$ cat src/rtl/flip_locator.sv
// +----------------------------------------------------------------------------+
// | flip_locator                                                               |
// | Serially scans i_a ^ i_b and reports the index of the single differing bit |
// | behind valid/ready handshakes; flags o_ERR on zero or multiple differences. |
// | Optional feature macro: FLIP_LOCATOR_EARLY_ABORT_EN (stop at second hit).  |
// | Revision: 1.0 - initial release                                            |
// +----------------------------------------------------------------------------+
`default_nettype none

module flip_locator #(
   parameter int N = 8
) (
   input  logic         i_clk,
   input  logic         i_rst,
   input  logic [N-1:0] i_a,
   input  logic [N-1:0] i_b,
   input  logic         i_valid,
   output logic         o_ready,
   output logic [N-1:0] o_out,
   output logic         o_ERR,
   output logic         o_valid,
   input  logic         i_ready
);

   localparam int IW = $clog2(N);

   typedef enum logic [1:0] {
      IDLE = 2'd0,
      SCAN = 2'd1,
      DONE = 2'd2
   } state_t;

   state_t         state_q, state_d;
   logic [N-1:0]   diff_q, diff_d;
   logic [IW-1:0]  cnt_q, cnt_d;
   logic [1:0]     hits_q, hits_d;
   logic [IW-1:0]  idx_q, idx_d;
   logic [N-1:0]   out_q, out_d;
   logic           err_q, err_d;
   logic           valid_q, valid_d;
   logic           ready_q, ready_d;

   logic           bit_set;
   logic           last_bit;
   logic [1:0]     hits_nxt;
   logic [IW-1:0]  idx_nxt;

   always_comb begin
      state_d  = state_q;
      diff_d   = diff_q;
      cnt_d    = cnt_q;
      hits_d   = hits_q;
      idx_d    = idx_q;
      out_d    = out_q;
      err_d    = err_q;
      valid_d  = valid_q;

      bit_set  = diff_q[cnt_q];
      last_bit = (cnt_q == IW'(N - 1));
      hits_nxt = (bit_set && (hits_q != 2'd2)) ? hits_q + 2'd1 : hits_q;
      // Latch the position of the first set bit; later hits only bump the count.
      idx_nxt  = (bit_set && (hits_q == 2'd0)) ? cnt_q : idx_q;

      case (state_q)
         IDLE: begin
            if (i_valid) begin
               diff_d  = i_a ^ i_b;
               cnt_d   = '0;
               hits_d  = 2'd0;
               err_d   = 1'b0;
               out_d   = '0;
               state_d = SCAN;
            end
         end
         SCAN: begin
            hits_d = hits_nxt;
            idx_d  = idx_nxt;
            cnt_d  = cnt_q + IW'(1);
`ifdef FLIP_LOCATOR_EARLY_ABORT_EN
            if (bit_set && (hits_q == 2'd1)) begin
               out_d   = '0;
               err_d   = 1'b1;
               valid_d = 1'b1;
               state_d = DONE;
            end else if (last_bit) begin
               out_d   = (hits_nxt == 2'd1) ? {{(N - IW){1'b0}}, idx_nxt} : '0;
               err_d   = (hits_nxt != 2'd1);
               valid_d = 1'b1;
               state_d = DONE;
            end
`else
            if (last_bit) begin
               out_d   = (hits_nxt == 2'd1) ? {{(N - IW){1'b0}}, idx_nxt} : '0;
               err_d   = (hits_nxt != 2'd1);
               valid_d = 1'b1;
               state_d = DONE;
            end
`endif
         end
         DONE: begin
            if (i_ready) begin
               valid_d = 1'b0;
               state_d = IDLE;
            end
         end
         default: begin
            valid_d = 1'b0;
            state_d = IDLE;
         end
      endcase

      ready_d = (state_d == IDLE);
   end

   always_ff @(posedge i_clk) begin
      if (i_rst) begin
         state_q <= IDLE;
         diff_q  <= '0;
         cnt_q   <= '0;
         hits_q  <= 2'd0;
         idx_q   <= '0;
         out_q   <= '0;
         err_q   <= 1'b0;
         valid_q <= 1'b0;
         ready_q <= 1'b1;
      end else begin
         state_q <= state_d;
         diff_q  <= diff_d;
         cnt_q   <= cnt_d;
         hits_q  <= hits_d;
         idx_q   <= idx_d;
         out_q   <= out_d;
         err_q   <= err_d;
         valid_q <= valid_d;
         ready_q <= ready_d;
      end
   end

   assign o_ready = ready_q;
   assign o_out   = out_q;
   assign o_ERR   = err_q;
   assign o_valid = valid_q;

endmodule

`default_nettype wire

$ cat config.mk
export PLATFORM = sky130hd
export DESIGN_NAME = flip_locator
export DESIGN_NICKNAME = d
export VERILOG_FILES = /design/src/rtl/flip_locator.sv
export SDC_FILE = /design/constraint.sdc
export NUM_CORES = 1
export LEC_CHECK = 0
export BUFFER_PORTS_ARGS = -buffer_cell sky130_fd_sc_hd__clkbuf_2
export CAP_MARGIN = 25
export CORE_ASPECT_RATIO = 1.75
export CORE_MARGIN = 1
export CORE_UTILIZATION = 50
export CTS_CLUSTER_DIAMETER = 120
export DETAILED_ROUTE_END_ITERATION = 16
export GPL_ROUTABILITY_DRIVEN = 1
export PLACE_DENSITY = 0.76
export SLEW_MARGIN = 20
export SYNTH_ARGS = -nofsm -noshare
export SYNTH_HDL_FRONTEND = slang
export SYNTH_SLANG_ARGS = --single-unit
$ cat constraint.sdc
create_clock -name i_clk -period 2.4 [get_ports i_clk]
set_input_delay 0.36 -clock i_clk [delete_from_list [all_inputs] [get_ports i_clk]]
set_output_delay 0.36 -clock i_clk [all_outputs]
set_load 0.005 [all_outputs]
==> impl_metrics.ini, run 1 <==
[clocking]
root_buffer = clkbuf_8
cts_buffer_depth = 2
clk_latency_ns = 0.26
cts_tree = yes
h-tree-depth = 1
cts_resized = 0
holdBufCountCts = 0
clk_pin_slew_worst_paths_ns = 0.08
post_cts_buffers = 0
numCtsBuffers = 3
clock-sinks = 24

[timing]
setup_viol = 0
skew_ns = 0.001411
timing.fmax_ghz = 0.4989
hold_viol = 0
period_needed_ns = 2.004
tightest_slew_ns = 0.6190
final_max_slew_viol_count = 0
max_slew_margin = 0.5815
final.setup.worst_slack_ns = 0.3957
rsz0062_at_grt = no
fin_tns_setup_ns = 0
finalCritPeriodShare = 0.8351

[routing]
wl_per_cell_um = 11.53
vias = 927
wl_mm = 2.063
via_per_inst = 5.179
drtAntennaViolNets = 0
drt_iter0_drc = 12
drcViolationCount = 0
drt_pass1_iterations = 4

[setup_path]
arrival_ns = 2.16
r2r_end = o_out[0]
critPathLaunch = cnt_q[0]
rr_worst_depth = 5
regToRegSetupSlack_ns = 0.40
worstSetupPathType = flop to flop
worst-path-max-fanout = 7
required_ns = 2.56
worstSetupStartpointType = flop
r2r-start = cnt_q[0]
crit_path_end_kind = flop

[logic_synthesis]
dominantRegCellSynth = dfxtp_1
synth-seq-cells = 24
yosys-top-cells-area = dfxtp_1 40%, nor2_1 9.1%, xnor2_1 5.8%, a211oi_1 5.6%, ha_1 5.2%
synth_most_common_cell = nor2_1
synth_cells = 130
synth-compound-area-share = 0.1575
synth_top_family_by_area = compound AO/OA/AOI/OAI gates
synthTopCellsByCount = 29 x nor2_1, 24 x dfxtp_1, 9 x a211oi_1, 8 x xnor2_1
yosys.area_share.simple = 0.1491
yosysTopAreaCell = dfxtp_1
ys_seq_area_frac = 0.4004
syn_avg_cell_area_um2 = 9.230
ys_warn_count = 0
synthMuxAreaShare = 0.1074
synth_edf_count = 0
synth_xor_area_frac = 0.05839
synthesis.area_um2 = 1200
async_flop_share = 0
synthAdderAreaFrac = 0.05214
yosysUniqueCellTypes = 29
yosysTopAreaCellShare = 0.4004

[grt]
grt_pass1_vias = 828
grt_pass1_wl_mm = 3.360
gr-total-overflow = 0
grt_use_total = 0.1824
grt_max_degree = 23
antenna_found_initial = 0

[pwr]
power_density_nw_per_um2 = 657.1
leakagePower_nw = 0.6056
irDropWorstVdd_v = 0.0005493

[placed_design]
hpwl_mm = 1.599
io_buffers = 25
gp_congestion = 0.7820
preCtsSetupSlack_ns = 0.4054

[worst_hold_path]
hold_depth = 3
hp-start = i_b[5]
hold_path_class = primary input to flop
whs_endpoint = diff_q[5]

[floorplan]
die_x_um = 39.03
die-area_um2 = 2607
initial_core_util = 0.5278
rows = 23
core_um2 = 2273
num_io_pins = 31
die_h_um = 66.81

[final_layout]
fill_cells = 208
synthToLayoutAreaGrowth_pct = 16.27
diodes = 0
nets = 180
final_layout_size_suffix_gt1_frac = 0.2532

[flow_run]
drv_cap = 0

[run_status]
outcome = complete, no violations
-- sequential cells by signal, indices dropped and copies added, names as in the netlist --
register / flops
hits_q: 2
o_valid: 1
state_q: 2
cnt_q: 3
o_out: 3
diff_q: 8
o_ERR: 1
o_ready: 1
idx_q: 3
-- worst max-delay path by stage --
stage / end / slack, ns / depth (start not counted)
2_1_floorplan: o_out[0] / 0.58 / 6
3_3_place_gp: o_out[0] / 0.49 / 5
3_5_place_dp: o_out[0] / 0.41 / 5
4_1_cts: o_out[0] / 0.39 / 5
5_1_grt: o_out[0] / 0.28 / 5
6_report: o_out[0] / 0.40 / 5
-- cell usage in the layout (no fill, tap or decap), types with 3 or more instances in the layout --
| master | count |
|---|---|
| mux2_2 | 3 |
| xnor2_1 | 8 |
| clkbuf_8 | 3 |
| inv_1 | 5 |
| conb_1 | 5 |
| o31a_1 | 3 |
| a21oi_1 | 3 |
| dfxtp_1 | 24 |
| mux2_4 | 3 |
| a211oi_1 | 9 |
| mux2i_1 | 5 |
| a32o_1 | 3 |
| nor2_1 | 29 |
| clkbuf_2 | 25 |
| ha_1 | 5 |
| nand2_1 | 4 |
-- where the power goes --
part           internal, mW  total, mW  switching, mW
sequential            0.420      0.435         0.0151
clock                 0.223      0.346          0.124
combinational        0.0695      0.135         0.0656
total                 0.712      0.917          0.204
-- cell type report --
| cell class | count | area [um^2] | share of cell area |
|---|---|---|---|
| Clock inverter | 1 | 30.03 | 0.02152 |
| Timing Repair Buffer | 27 | 140.1 | 0.1004 |
| Clock buffer | 3 | 41.29 | 0.02960 |
| Tap cell | 25 | 31.28 | 0.02242 |
| Multi-Input combinational cell | 94 | 653.1 | 0.4682 |
| Inverter | 5 | 18.77 | 0.01345 |
| Sequential cell | 24 | 480.5 | 0.3444 |
-- per-stage QoR --
stage	utilization	instances	instance area [um^2]	power, mW	hold slack (ns)
global placement	0.5823	175	1324	0.5753	0.4328
CTS	0.6136	179	1395	0.9215	0.3880
detailed placement	0.5823	175	1324	0.5801	0.4485
floorplan	-	134	1215	0.5475	0.4495
finish	0.6136	179	1395	0.9167	0.3860
global route	0.6136	179	1395	0.9604	0.3954
-- kinds of logic (layout without fill, tap and decap cells) --
logic type	after synthesis	after routing
mux	11	11
fa+ha+maj	5	5
xor+xnor	8	8
buf+inv	16	36
compound gates	25	25
other cells	1	5
flops	24	24
simple gates	40	40
-- critical path, cell delays in order (launching register included) --
cell,delay (ns)
dfxtp_1,0.52
mux2_2,0.38
o22ai_1,0.23
or3_4,0.20
mux2_4,0.31
a32o_1,0.26
-- layer usage --
layer  wire length [um]  track usage  share of wire  vias to the layer above
met5                  0            0              0                        -
li1                   -            -              -                      488
met2               1109       0.3313           0.54                       26
met1                839       0.1870           0.41                      409
met3                 78      0.03000          0.038                        4
met4                 35      0.09052          0.017                        0
No activity file was read; power rests on OpenSTA's default activity.
==> run 2, diff against run 1 <==
ABC_AREA = 1   (was not set)
CORE_UTILIZATION = 47   (was 50)
PLACE_DENSITY = 0.74   (was 0.76)
clock period = 1.6 ns   (was 2.4 ns; I/O delays follow)
==> run 2 against run 1 <==
Register-to-register slack got worse by 0.29 ns. Cell count up 23%. Global-route usage rose by 3.2 points. Non-clock buffer count stayed put. Via count up 22%. Routed wire length rose by 28%. Total power up 44%. Critical path type unchanged. Critical endpoint is now o_out[2].
==> impl_metrics.ini, run 2 <==
[setup_path]
crit_path_end_kind = flop
worst-path-max-fanout = 7
arrival_ns = 1.70
required_ns = 1.81
worstSetupStartpointType = flop
worstSetupPathType = flop to flop

[logic_synthesis]
async_flop_share = 0
synth_edf_count = 0
yosys-top-cells-area = dfxtp_1 38%, nand2_1 8.6%, a21oi_1 7.1%, inv_1 6.5%, xor2_1 5.5%
synthTopCellsByCount = 29 x nand2_1, 24 x dfxtp_1, 22 x inv_1, 18 x a21oi_1, 11 x nor2_1
synth_most_common_cell = nand2_1
synthesis.area_um2 = 1272
yosysTopAreaCell = dfxtp_1
ys_seq_area_frac = 0.3776
synth_cells = 168
syn_avg_cell_area_um2 = 7.574
dominantRegCellSynth = dfxtp_1
yosysUniqueCellTypes = 25
ys_warn_count = 0
synth-seq-cells = 24
yosysTopAreaCellShare = 0.3776

[routing]
via_per_inst = 5.132
drtAntennaViolNets = 0
drt_iter0_drc = 16
wl_mm = 2.636
vias = 1129
drcViolationCount = 0
wl_per_cell_um = 11.98
drt_pass1_iterations = 4

[floorplan]
die_x_um = 41.33
initial_core_util = 0.5045
die-area_um2 = 2927
num_io_pins = 31
core_um2 = 2522
die_h_um = 70.83
rows = 24

[grt]
grt_pass1_vias = 1079
antenna_found_initial = 0
grt_pass1_wl_mm = 4.395
grt_use_total = 0.2148
grt_max_degree = 17
gr-total-overflow = 0

[timing]
fin_tns_setup_ns = 0
rsz0062_at_grt = no
period_needed_ns = 1.490
whs_ns = 0.2681
final_max_slew_viol_count = 0
timing.fmax_ghz = 0.6712
skew_ns = 0.003441
hold_viol = 0
setup_viol = 0
finalCritPeriodShare = 0.9312

[clocking]
cts_buffer_depth = 2
cts_tree = yes
clk_pin_slew_worst_paths_ns = 0.08
cts_resized = 0
h-tree-depth = 1
root_buffer = clkbuf_8
holdBufCountCts = 0
post_cts_buffers = 0
numCtsBuffers = 3
clock-sinks = 24
clk_latency_ns = 0.27

[final_layout]
nets = 220
largest_reg_flops = 8
final_common_cell = nand2_1
final_cell_mix = 29 x nand2_1, 25 x clkbuf_2, 23 x dfxtp_1
synthToLayoutAreaGrowth_pct = 14.65
final_layout_size_suffix_gt1_frac = 0.2371
diodes = 0
top_register = diff_q
fin_util = 0.5784

[pwr]
power_density_nw_per_um2 = 907.5
power_mw = 1.324
leakagePower_nw = 0.6844
irDropWorstVdd_v = 0.0005643

[run_status]
outcome = complete, no violations

[worst_hold_path]
hold_path_class = primary input to flop

[placed_design]
io_buffers = 25
gp_congestion = 0.8202
hpwl_mm = 2.109

[flow_run]
drv_cap = 0
## run 2: changes by cell type in the layout (fill, tap and decap cells not counted), sizes merged, moves of 4 or more
cell	previous run	this run
a211oi	9	1
a21oi	3	18
inv	5	23
mux2	6	0
mux2i	5	0
nand2	4	32
nand3	0	12
nor2	29	16
o21a	0	4
o21ai	1	10
xnor2	8	0
xor2	0	8
## run 2: area by class of cell
cell class	instances	area, um^2
Fill cell	248	1064
Inverter	24	90.09
Clock buffer	4	55.05
Tap cell	26	32.53
Timing Repair Buffer	27	140.1
Sequential cell	24	481.7
Multi-Input combinational cell	115	659.4
## run 2: per-layer routing
layer	GRT usage	up-vias	wire (um)
met2	0.3750	32	1473
met1	0.2121	513	973
met4	0.1219	0	105
met5	0	-	0
li1	-	575	-
met3	0.04075	9	84
## run 2: logic make-up after synthesis
| family | synth area share |
|---|---|
| fa+ha+maj | 0.04916 |
| simple gates | 0.2596 |
| compound gates | 0.1396 |
| buf+inv | 0.1160 |
| flops | 0.3776 |
| xor+xnor | 0.05507 |
| other cells | 0.002947 |
## run 2: report_power, final
part / internal (mW) / switching (mW) / leakage (nW)
combinational: 0.0985 / 0.164 / 0.459
clock: 0.220 / 0.195 / 0.0288
sequential: 0.631 / 0.0151 / 0.197
## run 2: final timing paths
kind	from	end	slack [ns]	cells past startpoint
min	i_ready	o_valid	0.27	3
max reg2reg	cnt_q[0]	o_out[2]	0.11	10
min reg2reg	diff_q[0]	diff_q[0]	0.46	2
max	cnt_q[0]	o_out[2]	0.11	10
## run 2: stage by stage
step	instances	cell area (um^2)	worst slack [ns]
detailed placement	216	1403	0.06608
finish	220	1459	0.1101
floorplan	172	1287	0.1938
global placement	216	1403	0.1651
global route	220	1459	0.006504
CTS	220	1458	0.04571
## run 2: critical path, cell delays in order, from the launching register on
cell and delay, ns:
dfxtp_2 0.40, inv_2 0.08, nand2_1 0.08, nand3_1 0.08, nand3_2 0.15, nand3_2 0.13
nand2_1 0.09, nand2_1 0.06, nor2_2 0.14, nand3_1 0.11, a21oi_1 0.12
==> run 3, diff against run 2 <==
MAX_ROUTING_LAYER = met4   (was not set)
==> run 3 against run 2 <==
First-iteration DRC count is 63% higher. Routed wire length hardly changed. Via count is 0.35% lower. Maximum frequency is 0.13% lower. Cell area stayed put. Non-clock buffer count stayed put. Die area stayed put. Hold slack better by 0.0010 ns. Critical path type unchanged.
==> impl_metrics.ini, run 3 (synthesis gave the netlist of run 2 again) <==
[run_status]
outcome = complete, no violations

[routing]
wl_mm = 2.635
drt_iter0_drc = 26
via_per_inst = 5.114
drcViolationCount = 0
drt_pass1_iterations = 4
drtAntennaViolNets = 0
wl_per_cell_um = 11.98
vias = 1125

[clocking]
holdBufCountCts = 0
numCtsBuffers = 3
clk_latency_ns = 0.27
clk_pin_slew_worst_paths_ns = 0.08
root_buffer = clkbuf_8
clock-sinks = 24
cts_tree = yes
cts_buffer_depth = 2
h-tree-depth = 1

[setup_path]
worst-path-max-fanout = 7
required_ns = 1.81
crit_path_end_kind = flop
worstSetupStartpointType = flop
arrival_ns = 1.70
worstSetupPathType = flop to flop

[final_layout]
final_layout_size_suffix_gt1_frac = 0.2371
nets = 220
design_area_um2 = 1459
top_register = diff_q
final_cell_mix = 29 x nand2_1, 25 x clkbuf_2, 23 x dfxtp_1
diodes = 0
fill_cells = 248
largest_reg_flops = 8
synthToLayoutAreaGrowth_pct = 14.65
final_common_cell = nand2_1

[floorplan]
rows = 24
die-area_um2 = 2927
die_h_um = 70.83
initial_core_util = 0.5045
core_um2 = 2522
die_x_um = 41.33
num_io_pins = 31

[timing]
finalCritPeriodShare = 0.9324
rsz0062_at_grt = no
final_max_slew_viol_count = 0
period_needed_ns = 1.492
hold_viol = 0
timing.fmax_ghz = 0.6703
setup_viol = 0
fin_tns_setup_ns = 0
skew_ns = 0.004785

[flow_run]
drv_cap = 0

[grt]
antenna_found_initial = 0
grt_use_total = 0.2211
grt_pass1_vias = 1081
grt_max_degree = 17
grt_pass1_wl_mm = 4.381
gr-total-overflow = 0

[pwr]
irDropWorstVdd_v = 0.0005581
leakagePower_nw = 0.6844
power_density_nw_per_um2 = 904.7

[placed_design]
gp_congestion = 0.8325
io_buffers = 25
hpwl_mm = 2.109
place_area_um2 = 1403

[worst_hold_path]
hold_path_class = primary input to flop
==> run 3: cell counts in the layout (fill, tap and decap cells not counted) <==
No cell type changed its count.
==> run 3: per-stage QoR <==
| stage | setup WS [ns] | total power, mW | hold WS (ns) | util | instances |
|---|---|---|---|---|---|
| 2_1_floorplan | 0.1938 | 0.8537 | 0.4286 | - | 172 |
| 3_3_place_gp | 0.1651 | 0.9063 | 0.4501 | 0.5561 | 216 |
| 3_5_place_dp | 0.06608 | 0.9191 | 0.4550 | 0.5561 | 216 |
| 4_1_cts | 0.04571 | 1.328 | 0.2713 | 0.5779 | 220 |
| 5_1_grt | 0.007781 | 1.393 | 0.2751 | 0.5784 | 220 |
| 6_report | 0.1081 | 1.320 | 0.2692 | 0.5784 | 220 |
==> run 3: cell type report <==
type,count,area (um^2),area share
Clock buffer,4,55.05,0.03774
Timing Repair Buffer,27,140.1,0.09605
Multi-Input combinational cell,115,659.4,0.4520
Inverter,24,90.09,0.06175
Sequential cell,24,481.7,0.3302
Tap cell,26,32.53,0.02230
==> run 3: routing by layer <==
layer / GRT usage / wire length, um
met3: 0.04075 / 70
met2: 0.3750 / 1468
met4: 0.1219 / 105
met1: 0.2141 / 990
met5: - / 0
==> run 3: what timing repair did <==
action / 4_1_cts / 5_1_grt
endpoints found under the setup margin: 0 / 5
buffers inserted: 0 / 0
resized for setup: 0 / 1
==> run 3: path summary, 6_finish.rpt <==
kind	from	endpoint	slack, ns	cells past startpoint
worst max-delay path	cnt_q[0]	o_out[2]	0.11	10
worst min register to register	diff_q[0]	diff_q[0]	0.47	2
worst max register to register	cnt_q[0]	o_out[2]	0.11	10
worst min-delay path	i_ready	o_valid	0.27	3
==> run 3: worst max-delay path, cell delays in order, from the launching register on <==
cell and delay, ns:
dfxtp_2 0.40, inv_2 0.08, nand2_1 0.08, nand3_1 0.08, nand3_2 0.15, nand3_2 0.13, nand2_1 0.09, nand2_1 0.06
nor2_2 0.14, nand3_1 0.10, a21oi_1 0.12
==> run 3: power breakdown <==
part / internal (mW) / switching [mW] / total, mW
registers: 0.631 / 0.0150 / 0.647
logic: 0.0985 / 0.163 / 0.262
clock network: 0.220 / 0.192 / 0.411
total: 0.950 / 0.370 / 1.32
